File: config.mk
export PLATFORM = sky130hd
export DESIGN_NAME = uart_receiver_fifo
export DESIGN_NICKNAME = d
export VERILOG_FILES = /design/src/rtl/uart_pkg.sv /design/src/rtl/uart_rx_core.sv /design/src/rtl/uart_receiver_fifo.sv
export SDC_FILE = /design/constraint.sdc
export NUM_CORES = 1
export LEC_CHECK = 0
export BUFFER_PORTS_ARGS = -buffer_cell sky130_fd_sc_hd__buf_2
export CORE_ASPECT_RATIO = 1.5
export CORE_MARGIN = 4
export CORE_UTILIZATION = 61
export CTS_CLUSTER_DIAMETER = 30
export CTS_CLUSTER_SIZE = 14
export DETAILED_ROUTE_END_ITERATION = 10
export GPL_TIMING_DRIVEN = 1
export PLACE_DENSITY = 0.8
export SETUP_SLACK_MARGIN = 0.4
export SYNTH_ARGS = -nofsm -noshare
export SYNTH_HDL_FRONTEND = slang
export SYNTH_SLANG_ARGS = --single-unit
File: constraint.sdc
create_clock -name clk -period 3.4 [get_ports clk]
set_clock_uncertainty 0.1 [all_clocks]
set_input_delay 0 -clock clk [delete_from_list [all_inputs] [get_ports clk]]
set_output_delay 0 -clock clk [all_outputs]
set_load 0.01 [all_outputs]
File: src/rtl/uart_pkg.sv
// Shared definitions for the UART receive path: FSM encodings and oversampling constants.
package uart_pkg;

  localparam int OVERSAMPLE   = 16;
  localparam int START_MID    = 7;
  localparam int DBIT_DEFAULT = 8;

  typedef enum logic [2:0] {
    ST_IDLE   = 3'd0,
    ST_START  = 3'd1,
    ST_DATA   = 3'd2,
    ST_PARITY = 3'd3,
    ST_STOP   = 3'd4
  } rx_state_e;

endpackage

File: src/rtl/uart_rx_core.sv
// UART receive core: rx synchroniser, s_tick baud generator and the frame FSM.
// Build option UART_RX_PARITY_EN adds an even-parity bit after the data bits.
//
// state  | meaning
// IDLE   | line idle, waiting for a falling edge (and for rx high again after a break)
// START  | counting to the middle of the start bit, rejects glitches
// DATA   | sampling DBIT data bits, LSB first, at mid-bit
// PARITY | sampling the even-parity bit (UART_RX_PARITY_EN only)
// STOP   | sampling the stop bit, reporting good frame or framing error
module uart_rx_core
  import uart_pkg::*;
#(
  parameter int DBIT    = DBIT_DEFAULT,
  parameter int SB_TICK = 16
) (
  input  logic            clk,
  input  logic            rst,
  input  logic            rx,
  input  logic [9:0]      input_number,
  output logic [DBIT-1:0] dout,
  output logic            rx_done_tick,
  output logic            frame_err
`ifdef UART_RX_PARITY_EN
  ,
  output logic            parity_err
`endif
);

  localparam int NW = $clog2(DBIT + 1);

  logic            rx_meta_q, rx_sync_q;
  logic [9:0]      div_q, div_d;
  logic [9:0]      tick_cnt_q, tick_cnt_d;
  logic            s_tick;
  rx_state_e       state_q, state_d;
  logic [4:0]      s_q, s_d;
  logic [NW-1:0]   n_q, n_d;
  logic [DBIT-1:0] b_q, b_d;
  logic            wait_high_q, wait_high_d;
  logic            done_q, done_d;
  logic            ferr_q, ferr_d;
`ifdef UART_RX_PARITY_EN
  logic            par_bad_q, par_bad_d;
  logic            perr_q, perr_d;
`endif

  always_ff @(posedge clk or negedge rst) begin
    if (!rst) begin
      rx_meta_q <= 1'b1;
      rx_sync_q <= 1'b1;
    end else begin
      rx_meta_q <= rx;
      rx_sync_q <= rx_meta_q;
    end
  end

  // The divisor is captured only at a wrap so a mid-period change never shortens a tick.
  always_comb begin
    div_d      = div_q;
    tick_cnt_d = tick_cnt_q;
    s_tick     = 1'b0;
    if (div_q == 10'd0) begin
      div_d      = input_number;
      tick_cnt_d = 10'd0;
    end else if (tick_cnt_q == div_q - 10'd1) begin
      s_tick     = 1'b1;
      tick_cnt_d = 10'd0;
      div_d      = input_number;
    end else begin
      tick_cnt_d = tick_cnt_q + 10'd1;
    end
  end

  always_ff @(posedge clk or negedge rst) begin
    if (!rst) begin
      div_q      <= 10'd0;
      tick_cnt_q <= 10'd0;
    end else begin
      div_q      <= div_d;
      tick_cnt_q <= tick_cnt_d;
    end
  end

  always_comb begin
    state_d     = state_q;
    s_d         = s_q;
    n_d         = n_q;
    b_d         = b_q;
    wait_high_d = wait_high_q;
    done_d      = 1'b0;
    ferr_d      = 1'b0;
`ifdef UART_RX_PARITY_EN
    par_bad_d   = par_bad_q;
    perr_d      = 1'b0;
`endif
    if (rx_sync_q) begin
      wait_high_d = 1'b0;
    end
    case (state_q)
      ST_IDLE: begin
        if (!rx_sync_q && !wait_high_q) begin
          state_d = ST_START;
          s_d     = 5'd0;
        end
      end
      ST_START: begin
        if (s_tick) begin
          if (s_q == 5'(START_MID)) begin
            if (!rx_sync_q) begin
              state_d = ST_DATA;
              s_d     = 5'd0;
              n_d     = '0;
            end else begin
              state_d = ST_IDLE;
            end
          end else begin
            s_d = s_q + 5'd1;
          end
        end
      end
      ST_DATA: begin
        if (s_tick) begin
          if (s_q == 5'(OVERSAMPLE - 1)) begin
            s_d = 5'd0;
            b_d = {rx_sync_q, b_q[DBIT-1:1]};
            if (n_q == NW'(DBIT - 1)) begin
`ifdef UART_RX_PARITY_EN
              state_d = ST_PARITY;
`else
              state_d = ST_STOP;
`endif
            end else begin
              n_d = n_q + NW'(1);
            end
          end else begin
            s_d = s_q + 5'd1;
          end
        end
      end
`ifdef UART_RX_PARITY_EN
      ST_PARITY: begin
        if (s_tick) begin
          if (s_q == 5'(OVERSAMPLE - 1)) begin
            s_d       = 5'd0;
            par_bad_d = rx_sync_q ^ (^b_q);
            state_d   = ST_STOP;
          end else begin
            s_d = s_q + 5'd1;
          end
        end
      end
`endif
      ST_STOP: begin
        if (s_tick) begin
          if (s_q == 5'(SB_TICK - 1)) begin
            state_d = ST_IDLE;
            if (rx_sync_q) begin
`ifdef UART_RX_PARITY_EN
              if (par_bad_q) perr_d = 1'b1;
              else           done_d = 1'b1;
`else
              done_d = 1'b1;
`endif
            end else begin
              // A low stop bit may be a break; hold off restart until the line recovers.
              ferr_d      = 1'b1;
              wait_high_d = 1'b1;
            end
          end else begin
            s_d = s_q + 5'd1;
          end
        end
      end
      default: state_d = ST_IDLE;
    endcase
  end

  always_ff @(posedge clk or negedge rst) begin
    if (!rst) begin
      state_q     <= ST_IDLE;
      s_q         <= 5'd0;
      n_q         <= '0;
      b_q         <= '0;
      wait_high_q <= 1'b0;
      done_q      <= 1'b0;
      ferr_q      <= 1'b0;
`ifdef UART_RX_PARITY_EN
      par_bad_q   <= 1'b0;
      perr_q      <= 1'b0;
`endif
    end else begin
      state_q     <= state_d;
      s_q         <= s_d;
      n_q         <= n_d;
      b_q         <= b_d;
      wait_high_q <= wait_high_d;
      done_q      <= done_d;
      ferr_q      <= ferr_d;
`ifdef UART_RX_PARITY_EN
      par_bad_q   <= par_bad_d;
      perr_q      <= perr_d;
`endif
    end
  end

  assign dout         = b_q;
  assign rx_done_tick = done_q;
  assign frame_err    = ferr_q;
`ifdef UART_RX_PARITY_EN
  assign parity_err   = perr_q;
`endif

endmodule

File: src/rtl/uart_receiver_fifo.sv
// UART receiver with a first-word fall-through RX FIFO in front of the host.
// Build option UART_RX_PARITY_EN enables even parity checking and the parity_err port.
module uart_receiver_fifo
  import uart_pkg::*;
#(
  parameter int DBIT    = DBIT_DEFAULT,
  parameter int SB_TICK = 16,
  parameter int ADDR_W  = 2
) (
  input  logic            clk,
  input  logic            rst,
  input  logic            rx,
  input  logic [9:0]      input_number,
  input  logic            read_en,
  output logic [DBIT-1:0] read_data,
  output logic            empty,
  output logic            full,
  output logic            rx_done_tick,
  output logic            frame_err,
  output logic            overrun
`ifdef UART_RX_PARITY_EN
  ,
  output logic            parity_err
`endif
);

  localparam int DEPTH = 2 ** ADDR_W;

  logic [DBIT-1:0]   rx_byte;
  logic              push_req;
  logic              push_ok;
  logic              pop;
  logic [DBIT-1:0]   mem_q [DEPTH];
  logic [DBIT-1:0]   mem_d [DEPTH];
  logic [ADDR_W-1:0] wr_ptr_q, wr_ptr_d;
  logic [ADDR_W-1:0] rd_ptr_q, rd_ptr_d;
  logic              full_q, full_d;
  logic              empty_q, empty_d;

  uart_rx_core #(
    .DBIT    (DBIT),
    .SB_TICK (SB_TICK)
  ) u_core (
    .clk          (clk),
    .rst          (rst),
    .rx           (rx),
    .input_number (input_number),
    .dout         (rx_byte),
    .rx_done_tick (push_req),
    .frame_err    (frame_err)
`ifdef UART_RX_PARITY_EN
    ,
    .parity_err   (parity_err)
`endif
  );

  // A pop in the same cycle frees the slot, so a push into a full FIFO still lands.
  always_comb begin
    pop      = read_en & ~empty_q;
    push_ok  = push_req & (~full_q | pop);
    mem_d    = mem_q;
    wr_ptr_d = wr_ptr_q;
    rd_ptr_d = rd_ptr_q;
    full_d   = full_q;
    empty_d  = empty_q;
    if (push_ok) begin
      mem_d[wr_ptr_q] = rx_byte;
      wr_ptr_d        = wr_ptr_q + ADDR_W'(1);
    end
    if (pop) begin
      rd_ptr_d = rd_ptr_q + ADDR_W'(1);
    end
    case ({push_ok, pop})
      2'b10: begin
        empty_d = 1'b0;
        full_d  = (wr_ptr_d == rd_ptr_q);
      end
      2'b01: begin
        full_d  = 1'b0;
        empty_d = (rd_ptr_d == wr_ptr_q);
      end
      default: ;
    endcase
  end

  always_ff @(posedge clk or negedge rst) begin
    if (!rst) begin
      for (int i = 0; i < DEPTH; i++) begin
        mem_q[i] <= '0;
      end
      wr_ptr_q <= '0;
      rd_ptr_q <= '0;
      full_q   <= 1'b0;
      empty_q  <= 1'b1;
    end else begin
      mem_q    <= mem_d;
      wr_ptr_q <= wr_ptr_d;
      rd_ptr_q <= rd_ptr_d;
      full_q   <= full_d;
      empty_q  <= empty_d;
    end
  end

  assign read_data    = mem_q[rd_ptr_q];
  assign empty        = empty_q;
  assign full         = full_q;
  assign rx_done_tick = push_req;
  assign overrun      = push_req & full_q & ~pop;

endmodule

After elaboration in Yosys (flattened, before gate mapping)
Index checks and enable logic that the tools add are counted.
{"block": "classes", "reduce_logical": 14, "bitwise_logic": 10, "mux": 55, "n_eq_ne": 23, "magnitude_cmp": 3, "n_addsub": 6}
{"op": "$mux W10", "n": 4}
{"op": "$mux W5", "n": 8}
{"op": "$bwmux W32", "n": 1}
{"op": "$mux W3", "n": 8}
{"op": "$mux W4", "n": 6}
{"op": "$mux W8", "n": 3}
{"op": "$pmux W5 S4", "n": 1}
{"op": "$bmux W8 S2", "n": 1}
{"op": "$demux W8 S2", "n": 1}
{"op": "$ne A2 B1 Y1 const B", "n": 8}
{"op": "$mux W1", "n": 15}
{"op": "$reduce_and A7 Y1", "n": 2}
{"op": "$pmux W3 S4", "n": 1}
{"op": "$add A10 B1 Y10 const B", "n": 1}
{"op": "$eq A10 B10 Y1", "n": 1}
{"op": "$logic_not A10 Y1", "n": 1}
{"op": "$sub A10 B1 Y10 const B", "n": 1}
{"op": "$pmux W4 S2", "n": 1}
{"op": "$reduce_and A8 Y1", "n": 1}
{"op": "$ge A3 B3 Y1 const B", "n": 2}
{"op": "$mux W2", "n": 3}
{"op": "$ne A2 B2 Y1 const B", "n": 3}
{"op": "$not A2 Y3", "n": 2}
{"op": "$reduce_bool A2 Y1", "n": 3}
{"op": "23 further kinds", "n": 33}
{"block": "word_totals", "elab_cells": 130, "ff_bits": 83}

Longest topological paths before layout
Gate-level depths: netlist (run 1).
{"block": "logic_depth", "depth_word": 7, "ltp_mapped": 10, "mapped_depth_nobuf": 10}

By module
A second synthesis (run 1) with hierarchy kept.
{"block": "unflattened", "cells_unflattened": 359, "hier_area_um2": 4272.8}
{"module": "uart_rx_core", "n_inst": 1, "cells_per_inst": 249, "seq_area_each_um2": 1128.6, "area_per_inst_um2": 2507.4}
{"module": "uart_receiver_fifo", "n_inst": 1, "cells_per_inst": 110, "seq_area_each_um2": 952.2, "area_per_inst_um2": 1765.4}

Least setup slack after synthesis (run 1)
No wires, ideal clock.
{"block": "synth_path", "path_type": "flip-flop to flip-flop", "startpoint": "register u_core.div_q[0]", "endpoint": "register u_core.s_q[0]", "required_time_ns": 3.175, "period_less_slack_ns": 2.887, "n_path_buf": 0, "arrival_ns": 2.662, "setup_slack_ns": 0.513, "path_stages_with_launch": 8, "setup_ns": 0.125, "cell_sequence": "dfrtp_1 -> or3_1 -> xnor2_1 -> or4b_4 -> a211oi_4 -> a21oi_2 -> nor4_4 -> mux2_2"}
{"block": "synth_via", "elab_chain_cells": 6, "elab_cells_between_ends": 9, "cone_classes": "1 x add/sub; 4 x eq/ne; 2 x mux; 2 x reduce/logical"}
{"element": "from (decl)", "line": "uart_rx_core.sv:32", "rtl": "logic [9:0] div_q, div_d;"}
{"element": "from (signal assigned)", "line": "uart_rx_core.sv:79", "rtl": "div_q <= div_d;"}
{"element": "$sub A10 B1 Y10", "line": "uart_rx_core.sv:65", "rtl": "end else if (tick_cnt_q == div_q - 10'd1) begin"}
{"element": "$eq A10 B10 Y1", "line": "uart_rx_core.sv:65"}
{"element": "$mux W1", "line": "uart_rx_core.sv:65"}
{"element": "$mux W1 (*)", "line": "uart_rx_core.sv:62", "rtl": "if (div_q == 10'd0) begin"}
{"element": "$ne A2 B1 Y1 (no line)"}
{"element": "$reduce_and A7 Y1 (no line) (*)"}
{"element": "to (signal assigned)", "line": "uart_rx_core.sv:181", "rtl": "s_q <= 5'd0;"}
{"element": "to (signal assigned)", "line": "uart_rx_core.sv:193", "rtl": "s_q <= s_d;"}
{"element": "to (decl)", "line": "uart_rx_core.sv:36", "rtl": "logic [4:0] s_q, s_d;"}
Mark *: on every way between the ends. The rest lies on a longest branch, timed or not.
A chain may end at the register's enable or synchronous reset.

Final worst setup path (run 1)
{"block": "layout_path", "startpoint": "register u_core.div_q[2]", "endpoint": "register u_core.s_q[4]"}
The elaborated chain is that of the path after synthesis.

==> flow_summary.toml, run 1 <==
[power]
p_total_w = 0.00251
leakage_nw = 2.34
peakVddDrop_mv = 0.396
power.density_nw_per_um2 = 504

[place]
io_buffers = 26
finalWeightedCongestion = 0.892
hpwl_um = 5710
place_inst = 467
place_area_um2 = 4490
dp_slack_ps = 289

[timing]
finalHoldViolations = 0
drv_slew = 0
finalSetupViolCount = 0
worst_slack_ps = 488
slew_headroom_pct = 34.4
max_clock_freq_mhz = 343
finalCritPeriodShare_pct = 85.6
tightest_slew_ps = 985
fin_crit_ps = 2910
fin_tns_setup_ps = 0
grt_setup_unrepaired = "false"

[cells_and_area]
fillers = 472
nets = 447
finalNonFillerCells = 505
multi_input_comb_area_um2 = 2180
antennaDiodeCount = 0
layout-drive-gt1-share_pct = 31.6
seqCellArea_um2 = 2080
stdcell_area_um2 = 4980
area_growth_syn_to_layout_pct = 16.6

[yosys]
yosys.area.top_type = "dfrtp_1"
ys_warn_count = 0
synth-main-ff-cell = "dfrtp_1"
synthTopCellsByCount = "dfrtp_1, mux2_2, nor2_1, nand2_1, o21ai_0"
async_flop_share_pct = 100
syn_nets = 394
yosysMostFrequentCell = "dfrtp_1"
synth.distinct_cells = 54
ys_seq_area_share_pct = 48.7
synth_edf_count = 0
syn_area_um2 = 4280
synthCells = 369
yosys_register_bits = 83
synthTopCellsByArea = "dfrtp_1, mux2_2, mux4_2"
synth_top_area_share_pct = 46.8
syn_area_per_cell_um2 = 11.6

[worst_hold_path]
worstHoldStart = "rx"
whs_path_depth = 2
hold_path_end = "u_core.rx_meta_q"
hold_class = "in2reg"

[run_status]
status = "finished clean"

[floorplanning]
die-area_um2 = 8440
core_um2 = 6850
die_height_um = 111
start_util_pct = 62.4
ios = 27
row_count = 37
chipWidth_um = 76.4

[critical_path]
rrSetupSlack_ps = 490
path_max_fanout = 6
path_buf_inv = 2
worst-setup-path-type = "reg2reg"
rr_startpoint = "u_core.div_q[2]"
rr_worst_depth = 9
crit_family = "simple AND/OR/NAND/NOR gates"
slowest_delay_ps = 550
r2r-end = "u_core.s_q[4]"
cp.arrival_ps = 3050
required_ps = 3540
path_cells = "or3_4, xnor2_1, or4b_4, a211oi_4, buf_6, a21oi_2, nor4_4, buf_4, mux2_4"
end_kind = "flop"
startpoint_type = "flop"
cp_slowest_cell = "or4b_4"

[clocking]
cts_buffers = 9
htreeDepth = 3
cts_tree = "done"
cts.sinks = 83
clock_path_buffers = 2
clock_latency_ps = 350
clkTransAtPathRegs_ps = 80
ctsRootBufferMaster = "clkbuf_8"

[detailed_routing]
wl_per_cell_um = 16.4
ant_nets = 0
viasPerCell = 5.92
drt_iter0_markers = 136
routed_wl_um = 8290
first_pass_iters = 4
drcViolationCount = 0
vias = 2991

[global_routing]
grt_pass1_wl_um = 14100
first_global_vias = 3057
grt_max_degree = 84
grt_antenna_before_repair = 0
overflow = 0
grt_usage_pct = 20.7

[job]
maxCapViolCount = 0
-- layout by cell type, fill, tap and decap left out, drive strengths merged, types with 3 or more instances in the layout --
master       synthesis  final
nor2                29     29
xor2                13     13
dfstp                3      3
nand2b               5      5
ha                  11     11
buf                  2     38
clkbuf               7     11
o21ai               15     15
nor3                 9      9
and2                 3      3
a21oi               12     12
nor3b                3      3
nand3               14     14
mux4                 8      8
nor4                 4      4
nand4                4      4
inv                 12     13
dlygate4sd3          0     13
dfrtp               80     80
or3                  3      3
mux2                53     53
nor2b                3      3
and3                 4      4
xnor2               12     12
nand2               28     28
-- power breakdown --
part,switching [W],total (W),internal (W)
sequential,0.000188,0.00126,0.00107
clock,0.000360,0.000798,0.000438
combinational,0.000205,0.000451,0.000246
-- per-layer routing --
layer | wire length, um | vias up | track usage (%)
li1 | - | 1434 | -
met1 | 3350 | 1478 | 24.2
met2 | 4480 | 57 | 36.9
met3 | 202 | 22 | 2.61
met4 | 255 | 0 | 10.4
met5 | 0 | - | 0
-- what timing repair did --
item | 4_1_cts | 5_1_grt
hold buffers | 13 | 0
gates resized for setup | 2 | 12
setup endpoints to repair | 13 | 19
setup buffers | 5 | 4
endpoints found under the hold margin | 92 | 0
pin swaps | 3 | 5
-- how the worst max path moves through the flow --
stage,startpoint,endpoint,slack [ps],cells after the start
final,u_core.div_q[2],u_core.s_q[4],490,9
after global routing,u_core.div_q[2],u_core.s_q[0],350,8
after CTS,u_core.div_q[1],u_core.s_q[4],430,10
after detailed placement,u_core.div_q[0],u_core.s_q[4],290,7
after global placement,u_core.div_q[0],u_core.s_q[4],360,7
after floorplan,u_core.div_q[0],u_core.s_q[0],510,7
-- cell type report --
class | count | area share [%]
tap | 78 | 1.96
inverter | 12 | 0.904
multi-input combinational | 265 | 43.7
clock buffer | 11 | 2.84
clock inverter | 5 | 1.71
sequential | 83 | 41.8
timing repair buffer | 51 | 7.15
-- flip-flops by register name (all words and copies together), names as in the netlist, 2 cells and up --
| name | flops |
|---|---|
| u_core.state_q | 3 |
| u_core.tick_cnt_q | 10 |
| u_core.div_q | 10 |
| mem_q | 32 |
| u_core.n_q | 4 |
| rd_ptr_q | 2 |
| wr_ptr_q | 2 |
| u_core.s_q | 5 |
| u_core.dout | 8 |
-- logic make-up after synthesis --
| kind of cell | share of synthesized area [%] |
|---|---|
| simple gates | 15.1 |
| flops | 48.7 |
| mux | 18.4 |
| compound gates | 7.58 |
| xor+xnor | 5.12 |
| buf+inv | 1.87 |
| fa+ha+maj | 3.22 |
-- through the flow --
step	hold WS, ps	utilization, %
final	200	72.8
after global routing	207	72.8
after CTS	178	71.5
after detailed placement	6.64	65.6
after global placement	6.01	65.6
after floorplan	-396	-
Power figures use the tool's default switching activity.
==> run 2: changes to the inputs <==
==> constraint.sdc (replaced) <==
create_clock -name clk -period 3.4 [get_ports clk]
set_clock_uncertainty 0.1 [all_clocks]
set_input_delay 0.17 -clock clk [delete_from_list [all_inputs] [get_ports clk]]
set_output_delay 0.17 -clock clk [all_outputs]
set_load 0.01 [all_outputs]
==> run 2 against run 1 <==
Net effect:
- routed wire length up 0.13%
- count of clock-buffer cells in the layout did not move
- highest routed layer unchanged
- design area down 0.20%
- clock power barely moved
- via count down 0.50%
- sequential share of layout area increased by 0.084 points
- maximum frequency about the same
- non-clock buffer count decreased by 1
- register-to-register slack barely moved
- cell count fell by 0.20%
- first-iteration DRC count shrank 8.1%
==> flow_summary.toml, run 2 (synthesis gave the netlist of run 1 again) <==
[cells_and_area]
seqCellArea_um2 = 2080
antennaDiodeCount = 0
mostFrequentLayoutCell = "dfrtp_1"
area_growth_syn_to_layout_pct = 16.4
layout-drive-gt1-share_pct = 31.7
largest_reg_flops = 32
final_cell_mix = "dfrtp_1, mux2_2, nor2_1"
fillers = 473
nets = 446
finalNonFillerCells = 504
multi_input_comb_area_um2 = 2180
reg.largest.list = "mem_q (32), u_core.div_q (10), u_core.tick_cnt_q (10)"
regMostFlops = "mem_q"

[global_routing]
grt_pass1_wl_um = 14100
use_met2_pct = 36.9
met3_usage_pct = 2.61
busiest_layer = "met2"
grt_usage_pct = 20.7
use_met1_pct = 24.1
grt_antenna_before_repair = 0
grt_max_degree = 84
first_global_vias = 3054
overflow = 0

[clocking]
cts_tree = "done"
clkTransAtPathRegs_ps = 90
cts_buffers = 9
htreeDepth = 3
clock_latency_ps = 350
cts.sinks = 83
ctsRootBufferMaster = "clkbuf_8"
clock_path_buffers = 2

[place]
hpwl_um = 5710
place_inst = 467
io_buffers = 26
finalWeightedCongestion = 0.892
dp_slack_ps = 289

[timing]
finalSetupViolCount = 0
grt_setup_unrepaired = "false"
fin_tns_setup_ps = 0
slew_headroom_pct = 34.4
tightest_slew_ps = 985
whs_ps = 115
drv_slew = 0
max_clock_freq_mhz = 343
finalHoldViolations = 0
finalCritPeriodShare_pct = 85.7
fin_crit_ps = 2910
worst_slack_ps = 487

[critical_path]
required_ps = 3540
cp.arrival_ps = 3050
startpoint_type = "flop"
end_kind = "flop"
rrSetupSlack_ps = 490
rr_worst_depth = 9
r2r-end = "u_core.s_q[4]"
rr_startpoint = "u_core.div_q[2]"
path_max_fanout = 6
worst-setup-path-type = "reg2reg"

[power]
power.density_nw_per_um2 = 505
power.internal_w = 0.00176
seqPwrFrac_pct = 50.3
p_total_w = 0.00251
comb_power_share_pct = 17.9
power.switching_w = 0.000754
p_clk_share_pct = 31.8
peakVddDrop_mv = 0.396
sw_frac_of_total_pct = 30.0
leakage_nw = 2.33

[detailed_routing]
drt_iter0_markers = 125
first_pass_iters = 4
ant_nets = 0
drcViolationCount = 0
viasPerCell = 5.90
vias = 2976
wl_per_cell_um = 16.5
routed_wl_um = 8300

[floorplanning]
row_count = 37
start_util_pct = 62.4
ios = 27
chipWidth_um = 76.4
core_um2 = 6850
die-area_um2 = 8440
die_height_um = 111

[worst_hold_path]
hold_class = "in2reg"
whs_path_depth = 3
hold_path_end = "rd_ptr_q[0]"
worstHoldStart = "read_en"

[run_status]
status = "finished clean"

[job]
maxCapViolCount = 0
[run 2: worst max path at each step]
stage	start	endpoint	slack, ps	depth (start not counted)
2_1_floorplan	u_core.div_q[0]	u_core.s_q[0]	510	7
3_3_place_gp	u_core.div_q[0]	u_core.s_q[4]	360	7
3_5_place_dp	u_core.div_q[0]	u_core.s_q[4]	290	7
4_1_cts	u_core.div_q[1]	u_core.s_q[4]	430	10
5_1_grt	u_core.div_q[2]	u_core.s_q[0]	350	8
6_report	u_core.div_q[2]	u_core.s_q[4]	490	9
[run 2: area by class of cell]
class / count / share of cell area (%)
Inverter: 12 / 0.905
Tap cell: 78 / 1.96
Clock buffer: 11 / 2.84
Multi-Input combinational cell: 265 / 43.8
Clock inverter: 5 / 1.71
Sequential cell: 83 / 41.9
Timing Repair Buffer: 50 / 6.97
[run 2: stage by stage]
step,area (um^2),utilization [%]
after floorplan,4280,-
after global placement,4490,65.6
after detailed placement,4490,65.6
after CTS,4890,71.3
after global routing,4970,72.6
final,4970,72.6
[run 2: worst max-delay path, cell delays in order, from the launching register on]
cell,delay (ps)
dfrtp_2,440
or3_4,410
xnor2_1,140
or4b_4,550
a211oi_4,180
buf_6,160
a21oi_2,80
nor4_4,260
buf_4,180
mux2_4,300
[run 2: timing repair]
item / in CTS / in global routing
hold endpoints to repair: 91 / 0
pin swaps: 3 / 5
hold buffers: 12 / 0
setup endpoints to repair: 13 / 19
resized for setup: 2 / 12
setup buffers: 5 / 4
[run 2: power groups by stage]
stage	Sequential [W]	Clock, W	Combinational (W)
after floorplan	0.00118	0	0.000371
after global placement	0.00127	0	0.000392
after detailed placement	0.00128	0	0.000406
after CTS	0.00126	0.000816	0.000432
after global routing	0.00129	0.000855	0.000501
final	0.00126	0.000798	0.000451
[run 2: per-layer routing]
metal	vias up	routed length (um)	part of all wire [%]
met2	60	4480	54
met5	-	0	0
met4	0	255	3.1
met3	22	221	2.7
li1	1429	-	-
met1	1465	3350	40
==> run 3: changes to the inputs <==
--- a/config.mk
+++ b/config.mk
@@ -6,14 +6,17 @@
 export NUM_CORES = 1
 export LEC_CHECK = 0
 export BUFFER_PORTS_ARGS = -buffer_cell sky130_fd_sc_hd__buf_2
+export CELL_PAD_IN_SITES_DETAIL_PLACEMENT = 1
+export CELL_PAD_IN_SITES_GLOBAL_PLACEMENT = 1
 export CORE_ASPECT_RATIO = 1.5
 export CORE_MARGIN = 4
-export CORE_UTILIZATION = 61
+export CORE_UTILIZATION = 49
 export CTS_CLUSTER_DIAMETER = 30
 export CTS_CLUSTER_SIZE = 14
 export DETAILED_ROUTE_END_ITERATION = 10
 export GPL_TIMING_DRIVEN = 1
-export PLACE_DENSITY = 0.8
+export MAX_ROUTING_LAYER = met4
+export PLACE_DENSITY_LB_ADDON = 0.1
 export SETUP_SLACK_MARGIN = 0.4
 export SYNTH_ARGS = -nofsm -noshare
 export SYNTH_HDL_FRONTEND = slang
==> run 3 against run 2 <==
Net effect:
- first-iteration DRC count shrank 4.8%
- non-clock buffer count is 1 lower
- via count up 2.3%
- sequential share of layout area decreased by 0.97 points
- clock power is 25% higher
- total power is 8.4% higher
- largest cell class unchanged
- largest power group unchanged
- highest routed layer unchanged
==> flow_summary.toml, run 3 (synthesis gave the netlist of run 1 again) <==
[run_status]
status = "finished clean"

[cells_and_area]
antennaDiodeCount = 0
layout-drive-gt1-share_pct = 32.4
largest_reg_flops = 32
regMostFlops = "mem_q"
seqCellArea_um2 = 2080
multi_input_comb_area_um2 = 2190
stdcell_area_um2 = 5100
nets = 446
fillers = 884
area_growth_syn_to_layout_pct = 19.2
reg.largest.list = "mem_q (32), u_core.div_q (10), u_core.tick_cnt_q (10)"
mostFrequentLayoutCell = "dfrtp_1"
final_cell_mix = "dfrtp_1, mux2_2, nor2_1"

[critical_path]
slowest_delay_ps = 500
cp.arrival_ps = 3120
cp_slowest_cell = "or4b_4"
critPathLaunch = "u_core.div_q[0]"
worst-setup-path-type = "reg2reg"
path_buf_inv = 2
rr_startpoint = "u_core.div_q[0]"
end_kind = "flop"
required_ps = 3520
path_max_fanout = 5
crit_family = "simple AND/OR/NAND/NOR gates"
startpoint_type = "flop"
path_cells = "inv_2, ha_4, xor2_1, o211ai_1, or4b_4, a211oi_4, a21oi_2, nor4_4, buf_4, mux2_4"

[clocking]
cts_buffers = 9
ctsRootBufferMaster = "clkbuf_16"
cts.sinks = 83
clock_path_buffers = 2
clkTransAtPathRegs_ps = 60
cts_tree = "done"
clock_latency_ps = 340
htreeDepth = 3

[timing]
fin_crit_ps = 3000
fin_tns_setup_ps = 0
slew_headroom_pct = 29.6
grt_setup_unrepaired = "true"
whs_ps = 33.5
finalHoldViolations = 0
finalSetupViolCount = 0
max_clock_freq_mhz = 333
worst_slack_ps = 400
drv_slew = 0
tightest_slew_ps = 1060
finalCritPeriodShare_pct = 88.2

[global_routing]
grt_max_degree = 84
first_global_vias = 3265
grt_usage_pct = 21.0
overflow = 0
grt_antenna_before_repair = 0
grt_pass1_wl_um = 16200

[floorplanning]
start_util_pct = 50.5
die_height_um = 122
ios = 27
chipWidth_um = 84.3
row_count = 41
core_um2 = 8460
die-area_um2 = 10300

[power]
p_clk_share_pct = 36.8
seqPwrFrac_pct = 46.5
power.density_nw_per_um2 = 534
p_total_w = 0.00272
power.switching_w = 0.000791
sw_frac_of_total_pct = 29.1
leakage_nw = 2.37
peakVddDrop_mv = 0.289
comb_power_share_pct = 16.7
power.internal_w = 0.00193

[detailed_routing]
ant_nets = 0
viasPerCell = 5.71
drcViolationCount = 0
vias = 3043
drt_iter0_markers = 119
routed_wl_um = 9830
wl_per_cell_um = 18.4
first_pass_iters = 4

[worst_hold_path]
hold_class = "in2reg"
worstHoldStart = "input_number[2]"

[job]
maxCapViolCount = 0

[place]
dp_slack_ps = 271
hpwl_um = 6720
io_buffers = 26
place_area_um2 = 4530
finalWeightedCongestion = 0.805
## run 3: cell types whose count changed in the layout (fill, tap and decap cells not counted), sizes merged
| cell | previous run | this run |
|---|---|---|
| dlygate4sd3 | 12 | 11 |
| nand2 | 28 | 29 |
| bufinv | 2 | 1 |
| clkbuf | 11 | 13 |
| inv | 13 | 12 |
## run 3: per-layer routing
| layer | vias up | wire length (um) | GRT usage [%] |
|---|---|---|---|
| li1 | 1426 | - | - |
| met1 | 1559 | 3810 | 21.7 |
| met2 | 40 | 5530 | 38.5 |
| met3 | 18 | 240 | 3.96 |
| met4 | 0 | 241 | 9.15 |
| met5 | - | 0 | - |
## run 3: area by class of cell
type | instances | share of cell area (%)
clock buffer | 13 | 5.11
clock inverter | 3 | 0.908
inverter | 12 | 0.884
multi-input combinational | 266 | 43.1
sequential | 83 | 40.9
tap | 107 | 2.63
timing repair buffer | 49 | 6.53
## run 3: power groups by stage
stage / logic, W / registers [W] / clock network [W]
2_1_floorplan: 0.000371 / 0.00118 / 0
3_3_place_gp: 0.000395 / 0.00128 / 0
3_5_place_dp: 0.000409 / 0.00129 / 0
4_1_cts: 0.000435 / 0.00127 / 0.00102
5_1_grt: 0.000504 / 0.00129 / 0.00107
6_report: 0.000454 / 0.00127 / 0.00100
## run 3: repair_timing
action	in CTS	in global routing
cloned	0	1
setup buffers	5	4
hold buffers	11	0
setup endpoints to repair	32	24
resized for setup	8	10
pin swaps	5	9
hold endpoints to repair	90	0
## run 3: path summary, 6_finish.rpt
| kind | end | slack [ps] | depth (start not counted) |
|---|---|---|---|
| max | u_core.s_q[4] | 400 | 10 |
| min | u_core.div_q[2] | 30 | 2 |
| max reg2reg | u_core.s_q[4] | 400 | 10 |
| min reg2reg | u_core.rx_sync_q | 260 | 0 |
| max in group asynchronous | u_core.div_q[1] | 1980 | 2 |
| min in group asynchronous | mem_q[3] | 450 | 2 |
## run 3: per-stage QoR
| step | util, % | std cells |
|---|---|---|
| global placement | 53.5 | 496 |
| global route | 60.2 | 533 |
| CTS | 59.2 | 528 |
| finish | 60.2 | 533 |
| detailed placement | 53.5 | 496 |
| floorplan | - | 369 |
## run 3: worst register-to-register path, delay by kind of cell, from the launching register on
kind	cells	cell delay, ps
xor gates and xnor gates	1	160
AOI/OAI and AO/OA	3	580
and+or+nand+nor	2	800
DFF	1	430
adders and majority gates	1	260
buffers and inverters	2	250
muxes	1	290
